--- config.mk ---
export PLATFORM = sky130hd
export DESIGN_NAME = bn_bwd_sched_flat
export DESIGN_NICKNAME = d
export VERILOG_FILES = /design/src/rtl/bn_bwd_sched_if.sv /design/src/rtl/bn_bwd_sched.sv /design/src/flat_wrapper.sv
export SDC_FILE = /design/constraint.sdc
export NUM_CORES = 1
export LEC_CHECK = 0
export BUFFER_PORTS_ARGS = -buffer_cell sky130_fd_sc_hd__clkbuf_2
export CORE_UTILIZATION = 40
export DETAILED_ROUTE_END_ITERATION = 8
export HOLD_SLACK_MARGIN = 0.15
export PLACE_DENSITY = 0.64
export SYNTH_ARGS = -nofsm -noshare
export SYNTH_HDL_FRONTEND = slang
export SYNTH_SLANG_ARGS = --single-unit
--- constraint.sdc ---
create_clock -name clk -period 4.5 [get_ports clk]
set_input_delay 0.225 -clock clk [delete_from_list [all_inputs] [get_ports clk]]
set_output_delay 0.225 -clock clk [all_outputs]
set_load 0.1 [all_outputs]
--- src/rtl/bn_bwd_sched_if.sv ---
// Requester, engine and response signals of the batch-norm backward scheduler.
// The master modport is the scheduler; slave is the requester/engine side.
interface bn_bwd_sched_if #(
  parameter int unsigned NREQ = 4,
  parameter int unsigned IL   = 4,
  parameter int unsigned FL   = 16
);
  logic [NREQ-1:0]             req;
  logic [NREQ-1:0][4:0]        req_num;
  logic [NREQ-1:0]             resp_ack;
  logic [NREQ-1:0]             grant;
  logic                        eng_input_ready;
  logic                        eng_output_taken;
  logic [4:0]                  eng_num;
  logic                        eng_done;
  logic signed [IL+FL-1:0]     eng_dgamma;
  logic signed [IL+FL-1:0]     eng_dbeta;
  logic [NREQ-1:0]             resp_valid;
  logic signed [IL+FL-1:0]     resp_dgamma;
  logic signed [IL+FL-1:0]     resp_dbeta;
  logic                        resp_err;
  logic                        busy;
  logic [15:0]                 jobs_done;

  modport master (
    input  req, req_num, resp_ack, eng_done, eng_dgamma, eng_dbeta,
    output grant, eng_input_ready, eng_output_taken, eng_num, resp_valid,
           resp_dgamma, resp_dbeta, resp_err, busy, jobs_done
  );

  modport slave (
    output req, req_num, resp_ack, eng_done, eng_dgamma, eng_dbeta,
    input  grant, eng_input_ready, eng_output_taken, eng_num, resp_valid,
           resp_dgamma, resp_dbeta, resp_err, busy, jobs_done
  );
endinterface

--- src/rtl/bn_bwd_sched.sv ---
// Round-robin scheduler sharing one batch-norm backward engine among NREQ requesters,
// with batch-size rejection, busy timeout and held one-hot responses.
module bn_bwd_sched #(
  parameter int unsigned NREQ    = 4,
  parameter int unsigned IL      = 4,
  parameter int unsigned FL      = 16,
  parameter int unsigned SIZE    = 16,
  parameter int unsigned TIMEOUT = 255
) (
  input  logic            clk,
  input  logic            reset,
  bn_bwd_sched_if.master  bus
);
  localparam int unsigned W   = IL + FL;
  localparam int unsigned IDW = (NREQ > 1) ? $clog2(NREQ) : 1;
  localparam int unsigned TW  = $clog2(TIMEOUT + 1);

  typedef enum logic [2:0] {StIdle, StLaunch, StBusy, StResp, StReject} state_e;

  state_e              r_state;
  logic [IDW-1:0]      r_ptr;
  logic [IDW-1:0]      r_id;
  logic [TW-1:0]       r_timer;
  logic [NREQ-1:0]     r_grant;
  logic [NREQ-1:0]     r_valid;
  logic                r_err;
  logic signed [W-1:0] r_dgamma;
  logic signed [W-1:0] r_dbeta;
  logic [4:0]          r_num;
  logic [15:0]         r_jobs;
  logic                r_in_rdy;
  logic                r_out_taken;

  logic                w_found;
  logic [IDW-1:0]      w_idx;
  logic [IDW-1:0]      w_sel;
  logic [4:0]          w_sel_num;
  logic                w_bad;

  // Search starts one past the last served requester.
  always_comb begin
    w_found = 1'b0;
    w_idx   = '0;
    w_sel   = '0;
    for (int i = 1; i <= int'(NREQ); i++) begin
      w_idx = IDW'((int'(r_ptr) + i) % int'(NREQ));
      if (!w_found && bus.req[w_idx]) begin
        w_found = 1'b1;
        w_sel   = w_idx;
      end
    end
    w_sel_num = bus.req_num[w_sel];
    w_bad     = (w_sel_num == 5'd0) || (32'(w_sel_num) > SIZE);
  end

  always_ff @(posedge clk) begin
    if (reset) begin
      r_state     <= StIdle;
      r_ptr       <= IDW'(NREQ - 1);
      r_id        <= '0;
      r_timer     <= '0;
      r_grant     <= '0;
      r_valid     <= '0;
      r_err       <= 1'b0;
      r_dgamma    <= '0;
      r_dbeta     <= '0;
      r_num       <= '0;
      r_jobs      <= '0;
      r_in_rdy    <= 1'b0;
      r_out_taken <= 1'b0;
    end else begin
      r_in_rdy    <= 1'b0;
      r_out_taken <= 1'b0;
      case (r_state)
        StIdle: begin
          if (w_found) begin
            r_id    <= w_sel;
            r_num   <= w_sel_num;
            r_grant <= NREQ'(1) << w_sel;
            if (w_bad) begin
              r_state <= StReject;
            end else begin
              r_state  <= StLaunch;
              r_in_rdy <= 1'b1;
            end
          end
        end
        StLaunch: begin
          r_timer <= '0;
          r_state <= StBusy;
        end
        StBusy: begin
          // Completion wins over a timeout landing in the same cycle.
          if (bus.eng_done) begin
            r_dgamma    <= bus.eng_dgamma;
            r_dbeta     <= bus.eng_dbeta;
            r_err       <= 1'b0;
            r_out_taken <= 1'b1;
            r_valid     <= r_grant;
            r_state     <= StResp;
          end else if (r_timer == TW'(TIMEOUT - 1)) begin
            r_dgamma    <= '0;
            r_dbeta     <= '0;
            r_err       <= 1'b1;
            r_out_taken <= 1'b1;
            r_valid     <= r_grant;
            r_state     <= StResp;
          end else begin
            r_timer <= r_timer + TW'(1);
          end
        end
        StReject: begin
          r_dgamma <= '0;
          r_dbeta  <= '0;
          r_err    <= 1'b1;
          r_valid  <= r_grant;
          r_state  <= StResp;
        end
        StResp: begin
          if (bus.resp_ack[r_id]) begin
            r_valid <= '0;
            r_grant <= '0;
            r_ptr   <= r_id;
            if (!r_err && (r_jobs != 16'hFFFF)) r_jobs <= r_jobs + 16'd1;
            r_err   <= 1'b0;
            r_state <= StIdle;
          end
        end
        default: r_state <= StIdle;
      endcase
    end
  end

  assign bus.grant            = r_grant;
  assign bus.eng_input_ready  = r_in_rdy;
  assign bus.eng_output_taken = r_out_taken;
  assign bus.eng_num          = r_num;
  assign bus.resp_valid       = r_valid;
  assign bus.resp_dgamma      = r_dgamma;
  assign bus.resp_dbeta       = r_dbeta;
  assign bus.resp_err         = r_err;
  assign bus.busy             = (r_state != StIdle);
  assign bus.jobs_done        = r_jobs;
endmodule

--- src/flat_wrapper.sv ---
// flat-port wrapper written by rule: the top's interface ports become plain ports
module bn_bwd_sched_flat 
#(
  parameter int unsigned NREQ    = 4,
  parameter int unsigned IL      = 4,
  parameter int unsigned FL      = 16,
  parameter int unsigned SIZE    = 16,
  parameter int unsigned TIMEOUT = 255
)
  (clk, reset, bus_req, bus_req_num, bus_resp_ack, bus_eng_done, bus_eng_dgamma, bus_eng_dbeta, bus_grant, bus_eng_input_ready, bus_eng_output_taken, bus_eng_num, bus_resp_valid, bus_resp_dgamma, bus_resp_dbeta, bus_resp_err, bus_busy, bus_jobs_done);
  bn_bwd_sched_if #(.NREQ(NREQ), .IL(IL), .FL(FL)) bus_i ();
  input  logic clk;
  input  logic reset;
  input wire logic [$bits(bus_i.req)-1:0] bus_req;
  input wire logic [$bits(bus_i.req_num)-1:0] bus_req_num;
  input wire logic [$bits(bus_i.resp_ack)-1:0] bus_resp_ack;
  input wire logic [$bits(bus_i.eng_done)-1:0] bus_eng_done;
  input wire logic [$bits(bus_i.eng_dgamma)-1:0] bus_eng_dgamma;
  input wire logic [$bits(bus_i.eng_dbeta)-1:0] bus_eng_dbeta;
  output wire logic [$bits(bus_i.grant)-1:0] bus_grant;
  output wire logic [$bits(bus_i.eng_input_ready)-1:0] bus_eng_input_ready;
  output wire logic [$bits(bus_i.eng_output_taken)-1:0] bus_eng_output_taken;
  output wire logic [$bits(bus_i.eng_num)-1:0] bus_eng_num;
  output wire logic [$bits(bus_i.resp_valid)-1:0] bus_resp_valid;
  output wire logic [$bits(bus_i.resp_dgamma)-1:0] bus_resp_dgamma;
  output wire logic [$bits(bus_i.resp_dbeta)-1:0] bus_resp_dbeta;
  output wire logic [$bits(bus_i.resp_err)-1:0] bus_resp_err;
  output wire logic [$bits(bus_i.busy)-1:0] bus_busy;
  output wire logic [$bits(bus_i.jobs_done)-1:0] bus_jobs_done;
  assign bus_i.req = bus_req;
  assign bus_i.req_num = bus_req_num;
  assign bus_i.resp_ack = bus_resp_ack;
  assign bus_i.eng_done = bus_eng_done;
  assign bus_i.eng_dgamma = bus_eng_dgamma;
  assign bus_i.eng_dbeta = bus_eng_dbeta;
  assign bus_grant = bus_i.grant;
  assign bus_eng_input_ready = bus_i.eng_input_ready;
  assign bus_eng_output_taken = bus_i.eng_output_taken;
  assign bus_eng_num = bus_i.eng_num;
  assign bus_resp_valid = bus_i.resp_valid;
  assign bus_resp_dgamma = bus_i.resp_dgamma;
  assign bus_resp_dbeta = bus_i.resp_dbeta;
  assign bus_resp_err = bus_i.resp_err;
  assign bus_busy = bus_i.busy;
  assign bus_jobs_done = bus_i.jobs_done;
  bn_bwd_sched #(.NREQ(NREQ), .IL(IL), .FL(FL), .SIZE(SIZE), .TIMEOUT(TIMEOUT)) u_core (.clk(clk), .reset(reset), .bus(bus_i));
endmodule
After elaboration in Yosys (flattened, before gate mapping)
Cells that the tools add are included.
- register bits: 87
- output and inout port bits: 73
- add/subtract/negate cells: 6
- magnitude comparators: 7
- equality and inequality tests: 11
- shift-type cells: 1
- muxes and demuxes: 47
- bitwise logic cells: 3
- reduce and logical (&&, ||, !) cells: 26
- operators by type and width (cell ; count):
    $pmux 20 s2 ; 2
    $mux 20 ; 3
    $lt 2x3->1 const B ; 6
    $add 16x1->16 const B ; 1
    $mux 4 ; 4
    $mux 8 ; 2
    $ne 16x16->1 const B ; 1
    $pmux 8 s2 ; 1
    $mux 1 ; 15
    $mux 3 ; 5
    $pmux 3 s5 ; 1
    $reduce_and 3->1 ; 5
    $pmux 4 s3 ; 1
    $bmux 1 s2 ; 5
    $bmux 5 s2 ; 1
    $add 8x1->8 const B ; 1
    $eq 8x8->1 const B ; 1
    $mux 2 ; 4
    $pmux 4 s2 ; 1
    $eq 3x2->1 const B ; 2
    $reduce_and 2->1 ; 3
    $reduce_bool 2->1 ; 3
    $reduce_bool 3->1 ; 2
    $gt 5x5->1 const B ; 1
    18 further kinds ; 30

Longest topological paths before layout
Gate-level depths: netlist of run 1.
- depth in word-level cells: 20
- depth in mapped cells: 9
- depth with buffers taken out: 7

Least setup slack after synthesis of run 1
OpenSTA, ideal clock, no wires.
- kind: flip-flop to flip-flop
- from: reg u_core.r_jobs[2] (netlist: u_core.bus.jobs_done[2])
- to: reg u_core.r_jobs[14] (netlist: u_core.bus.jobs_done[14])
- arrival time: 2.451 ns
- path slack: 1.926 ns
- cell stages (with the launch flop): 6
- buffers on the path: 0
- path through: dfxtp_1 > and4_1 > nand3_1 > nor4_4 > nand4_1 > mux2_1
- longest elaborated chain between the ends: 3
- elaborated cells between the ends (all ways): 4
- ends and longest elaborated chain (item ; RTL line ; RTL):
    from (decl) ; bn_bwd_sched.sv:30 ; logic [15:0] r_jobs;
    from (signal assigned) ; bn_bwd_sched.sv:124 ; if (!r_err && (r_jobs != 16'hFFFF)) r_jobs <= r_jobs + 16'd1;
    branches (longest 3 deep; another with $add 16x1->16) ; n/a ;
Several ways; the timed one is not identified.
A chain may end at the register's enable or synchronous reset.

Worst setup path in the final report of run 1
Same ends and word-level chain as after synthesis.

==> results of run 1 <==
-- through the flow --
stage / worst slack (ps) / total power (W) / hold WS (ps) / std cells
2_1_floorplan: 1926 / 0.001685 / 376.9 / 468
3_3_place_gp: 2223 / 0.001852 / 437.8 / 715
3_5_place_dp: 2177 / 0.001865 / 443.9 / 715
4_1_cts: 2176 / 0.002385 / 328.2 / 771
5_1_grt: 2018 / 0.002491 / 354.1 / 771
6_report: 2155 / 0.002366 / 348.4 / 771
-- metal layers --
metal,vias to the layer above,part of all wire (%)
met1,1817,44
met2,99,50
met5,-,0
li1,1977,-
met3,20,4.1
met4,0,2.4
-- placed cells by master (no fill, tap or decap), types with 2 or more instances in the layout --
| cell | count |
|---|---|
| nand3_1 | 49 |
| a21o_1 | 2 |
| or3_1 | 2 |
| clkinvlp_4 | 3 |
| clkbuf_8 | 9 |
| nor2_1 | 35 |
| dfxtp_1 | 87 |
| mux2i_1 | 14 |
| or2_2 | 2 |
| xnor2_1 | 22 |
| clkbuf_2 | 143 |
| nand4_1 | 8 |
| nand2_1 | 57 |
| o311a_1 | 2 |
| nand3b_1 | 6 |
| o32ai_1 | 2 |
| mux2_2 | 6 |
| a21oi_1 | 51 |
| o21bai_1 | 2 |
| nor2b_1 | 11 |
| inv_1 | 8 |
| nor4_1 | 9 |
| buf_4 | 3 |
| ha_1 | 3 |
| o21ai_0 | 10 |
| a32oi_1 | 2 |
| nand2b_1 | 6 |
| a211o_1 | 2 |
| dlygate4sd3_1 | 40 |
| nor3_1 | 11 |
| and4_1 | 2 |
| nor4_2 | 6 |
| inv_6 | 2 |
-- critical path: stages, from the launching register on --
cell	delay, ps
dfxtp_1	450
nand4_1	190
nor4_2	1060
nor4_4	80
nand4_1	150
mux2_1	320
-- state kept, by name, summed over array words and instances (netlist names), 2 cells and up --
| name | count |
|---|---|
| u_core.bus.resp_dgamma | 20 |
| u_core.r_state | 3 |
| u_core.bus.grant | 4 |
| u_core.bus.resp_dbeta | 20 |
| u_core.bus.eng_num | 5 |
| u_core.r_ptr | 2 |
| u_core.r_timer | 8 |
| u_core.r_id | 2 |
| u_core.bus.resp_valid | 4 |
| u_core.bus.jobs_done | 16 |
-- repair_timing --
item | in CTS | in global routing
resized for setup | 0 | 0
hold buffers | 40 | 0
endpoints found under the hold margin | 40 | 0
-- power groups by stage --
| stage | logic, W | registers (W) | clock network (W) |
|---|---|---|---|
| after floorplan | 0.000368 | 0.00132 | 0 |
| after global placement | 0.000927 | 0.000925 | 0 |
| after detailed placement | 0.000936 | 0.000929 | 0 |
| after CTS | 0.000964 | 0.000912 | 0.000509 |
| after global routing | 0.00102 | 0.000923 | 0.000546 |
| final | 0.000963 | 0.000913 | 0.000490 |
-- cells by family (layout without fill, tap and decap cells) --
| kind of cell | count (synthesis) | in the layout | synth area share (%) |
|---|---|---|---|
| simple gates | 210 | 210 | 27.39 |
| flops | 87 | 87 | 43.72 |
| compound gates | 84 | 84 | 12.69 |
| buf+inv | 40 | 210 | 4.366 |
| xor+xnor | 22 | 22 | 4.837 |
| mux | 22 | 22 | 6.061 |
| fa+ha+maj | 3 | 3 | 0.9423 |
-- final cells by class --
cell class	instances	area, um^2
Clock buffer	10	127.6
Clock inverter	6	45.04
Fill cell	925	4389
Inverter	8	30.03
Multi-Input combinational cell	341	2091
Sequential cell	87	1742
Tap cell	133	166.4
Timing Repair Buffer	186	1139
-- worst paths after layout --
kind | end | slack [ps] | from
worst max-delay path | u_core.bus.jobs_done[14]$_SDFFE_PP0P_ | 2150 | u_core.bus.jobs_done[2]$_SDFFE_PP0P_
worst max register to register | u_core.bus.jobs_done[14]$_SDFFE_PP0P_ | 2150 | u_core.bus.jobs_done[2]$_SDFFE_PP0P_
worst min-delay path | u_core.bus.eng_output_taken$_SDFF_PP0_ | 350 | bus_eng_done
worst min register to register | u_core.bus.resp_dbeta[3]$_SDFFE_PP0P_ | 450 | u_core.bus.resp_dbeta[3]$_SDFFE_PP0P_
==> impl_metrics.json, run 1 <==
{
  "drive_above_1_share_pct": 28.68,
  "cts.path.max_buffers": 2,
  "core_um2": 9729,
  "finalCritPeriodShare_pct": 52.12,
  "synth_top_area_cell": "dfxtp_1",
  "portBuffers": 143,
  "min_period_ps": 2345,
  "hold_viol": 0,
  "clock_sinks": 87,
  "synth_top_area_share_pct": 43.72,
  "synth_edf_count": 0,
  "seqPwrFrac_pct": 38.6,
  "swShare_pct": 47.01,
  "ys_seq_area_share_pct": 43.72,
  "p_clk_share_pct": 20.7,
  "max_freq_mhz": 426.4,
  "power.internal_w": 0.001254,
  "setup-tns-final_ps": 0,
  "die_x_um": 101.8,
  "vdd_ir_drop_max_v": 0.0001811,
  "tightest_slew_ps": 1192,
  "yosysMostFrequentCell": "dfxtp_1",
  "vias_per_cell": 5.075,
  "grt_pass1_wl_um": 16700,
  "pwr_density_cell_nw_per_um2": 443.0,
  "status": "completed",
  "tritoncts": "done",
  "hpwl_um": 7075,
  "drt_iter0_drc": 116,
  "drv_cap": 0,
  "start_kind": "flop",
  "initial_core_util_pct": 40.95,
  "track_usage_pct": 20.30,
  "std_cell_rows": 36,
  "top_usage_layer": "met2",
  "yosys_warnings": 0,
  "holdPathStages": 3,
  "place.gp.congestion": 0.8293,
  "die_y_um": 101.8,
  "clk_pin_slew_ps": 90,
  "setup_violations": 0,
  "post_drt_wl_per_cell_um": 13.79,
  "finClkSkew_ps": 9.854,
  "synth.net_count": 542,
  "grt_overflow": 0,
  "ant_nets": 0,
  "antenna_found_initial": 0,
  "dr.pass1.iters": 4,
  "area_growth_pct": 34.05,
  "clkLatencyLatePin_ps": 350,
  "synth_cells": 468,
  "slew_violations": 0,
  "num_vias": 3913,
  "maxSlewHeadroom_pct": 19.88,
  "synthTopCellsByArea": "dfxtp_1 (44%), a21oi_1 (6.4%), nand3_1 (6.2%), nand2_1 (5.4%), xnor2_1 (4.8%)",
  "reg2reg_depth": 5,
  "die-area_um2": 10360,
  "drc": 0,
  "use_met3_pct": 3.727,
  "ys_top_cells_by_count": "dfxtp_1 (87), nand2_1 (57), a21oi_1 (51)",
  "ys.flop_type": "dfxtp_1",
  "hold_path.class": "in2reg",
  "cts_made_buffers": 9,
  "synth_cell_types": 51,
  "cp.required_ps": 4740,
  "endpoint_kind": "flop",
  "io_pins": 144,
  "antenna_cells": 0,
  "syn_area_um2": 3984,
  "grt_max_degree": 46,
  "cts-root-buf": "clkbuf_8",
  "cts_setup_buffers": 0,
  "nets": 707,
  "power_frac_comb_pct": 40.7,
  "avgSynthCellArea_um2": 8.512,
  "finalInstanceArea_um2": 5340,
  "p_switching_w": 0.001112,
  "arrival_ps": 2580,
  "crit_type": "reg2reg",
  "place_area_um2": 4767,
  "rsz0062_at_grt": "no",
  "grt_util_met2_pct": 33.89,
  "drt-total-wl_um": 10630,
  "htreeDepth": 3,
  "ys_async_sr_fraction_pct": 0,
  "power_leakage_nw": 2.075,
  "grt_util_met1_pct": 25.29,
  "grt_pass1_vias": 3645,
  "utilization_pct": 54.89,
  "ys_ff_latch": 87,
  "cp_max_fo": 11
}
Note: power is estimated with default switching activity, not from simulation.
==> inputs of run 2 (changes only) <==
==> constraint.sdc (replaced) <==
create_clock -name clk -period 2.35 [get_ports clk]
set_input_delay 0.1175 -clock clk [delete_from_list [all_inputs] [get_ports clk]]
set_output_delay 0.1175 -clock clk [all_outputs]
set_load 0.1 [all_outputs]
==> run 2 against run 1 <==
Via count grew 1.9%. Sequential power increased by 89%. Critical path depth is the same. Sequential share of layout area is 0.31 points lower. Final area increased by 1.9%. Worst setup slack got worse by 1800 ps. Clock power increased by 100%. Clock skew is 1.8 ps higher. Total power rose by 96%. Largest cell class unchanged. Largest power group unchanged.
==> impl_metrics.json, run 2 (same netlist as run 1, synthesis figures left out) <==
{
  "reg2reg_depth": 5,
  "vdd_ir_drop_max_v": 0.0007261,
  "grt_max_degree": 45,
  "finalCritPeriodShare_pct": 85.20,
  "cp_max_fo": 14,
  "drive_above_1_share_pct": 31.52,
  "max_freq_mhz": 499.5,
  "seqCellArea_um2": 1758,
  "pre_cts_slack_ps": 368.6,
  "setup_violations": 0,
  "track_usage_pct": 21.46,
  "crit_type": "reg2reg",
  "setup-tns-final_ps": 0,
  "die-area_um2": 10360,
  "hold_viol": 0,
  "io_pins": 144,
  "drt_iter0_drc": 138,
  "multi_input_area_um2": 2079,
  "dr.pass1.iters": 4,
  "start_kind": "flop",
  "rsz0062_at_grt": "no",
  "nets": 713,
  "ctsHoldBuffers": 40,
  "holdPathStages": 4,
  "dpl.cell_count": 721,
  "finClkSkew_ps": 11.64,
  "clkLatencyLatePin_ps": 360,
  "hold_ws_ps": 219.2,
  "arrival_ps": 2280,
  "nFillCells": 955,
  "regToRegStartpoint": "u_core.r_ptr[1]$_SDFFE_PP1P_",
  "timing.final.ws_setup_ps": 347.9,
  "grt_pass1_vias": 3842,
  "tightest_slew_ps": 730.9,
  "die_y_um": 101.8,
  "drt-total-wl_um": 10810,
  "r2r_slack_ps": 350,
  "antenna_found_initial": 0,
  "core_um2": 9729,
  "cts-root-buf": "clkbuf_8",
  "tritoncts": "done",
  "endpoint_kind": "flop",
  "vias_per_cell": 5.130,
  "grt_pass1_wl_um": 17600,
  "final_cell_mix": "clkbuf_2 (143), dfxtp_1 (74), nand2_1 (57)",
  "cts_made_buffers": 9,
  "hpwl_um": 7274,
  "worst_hold_startpoint": "bus_req_num[3]",
  "slew_violations": 0,
  "grt_overflow": 0,
  "pwr_density_cell_nw_per_um2": 851.1,
  "antenna_cells": 0,
  "drv_cap": 0,
  "std_cell_rows": 36,
  "maxSlewHeadroom_pct": 51.27,
  "die_x_um": 101.8,
  "hold_path.class": "in2reg",
  "status": "completed",
  "area_growth_pct": 36.59,
  "final_common_cell": "clkbuf_2",
  "r2r-end": "u_core.r_state[0]$_SDFFE_PP0P_",
  "power_leakage_nw": 2.139,
  "portBuffers": 143,
  "stdcell_count": 777,
  "utilization_pct": 55.93,
  "ant_nets": 0,
  "post_drt_wl_per_cell_um": 13.91,
  "whs_endpoint": "u_core.bus.eng_num[3]$_SDFFE_PP0P_",
  "drc": 0,
  "crit_path_start": "u_core.r_ptr[1]$_SDFFE_PP1P_",
  "clk_pin_slew_ps": 90,
  "cp.required_ps": 2620,
  "num_vias": 3986,
  "clock_sinks": 87,
  "cts_resized": 0,
  "initial_core_util_pct": 40.95,
  "cts_setup_buffers": 0,
  "htreeDepth": 3,
  "place.gp.congestion": 0.8317,
  "cts.path.max_buffers": 2,
  "min_period_ps": 2002
}
-- run 2: metrics by stage --
stage / instance area [um^2] / power, W
after floorplan: 4000 / 0.003227
after global placement: 4855 / 0.003585
final: 5441 / 0.004631
after CTS: 5441 / 0.004673
after detailed placement: 4855 / 0.003613
after global routing: 5441 / 0.004872
-- run 2: worst max-delay path, stage by stage, from the launching register on --
cell     delay (ps)
dfxtp_1         340
or3b_2          470
o311a_1         350
mux2i_1         220
or3b_1          390
a31oi_1         160
-- run 2: layer usage --
metal	wire, um	GRT usage, %	up-vias
li1	-	-	1990
met4	374	10.03	0
met5	0	0	-
met1	4540	25.50	1852
met3	471	5.452	32
met2	5422	36.23	112
-- run 2: layout make-up --
cell class | count | share of cell area [%]
multi-input combinational | 341 | 38.22
timing repair buffer | 192 | 22.44
inverter | 8 | 0.5519
tap | 133 | 3.058
clock buffer | 9 | 2.276
clock inverter | 7 | 1.150
sequential | 87 | 32.31
-- run 2: where the power goes --
| group | switching, W | leakage, nW | internal (W) |
|---|---|---|---|
| clock | 0.000585 | 0.0931 | 0.000409 |
| combinational | 0.00147 | 1.33 | 0.000442 |
| sequential | 0.000118 | 0.712 | 0.00161 |
-- run 2: how the worst max path moves through the flow --
stage / to / slack [ps]
floorplan: u_core.bus.jobs_done[1]$_SDFFE_PP0P_ / 10
global placement: u_core.r_state[0]$_SDFFE_PP0P_ / 430
detailed placement: u_core.r_state[0]$_SDFFE_PP0P_ / 370
CTS: u_core.r_state[0]$_SDFFE_PP0P_ / 350
global route: u_core.bus.jobs_done[14]$_SDFFE_PP0P_ / 180
finish: u_core.r_state[0]$_SDFFE_PP0P_ / 350
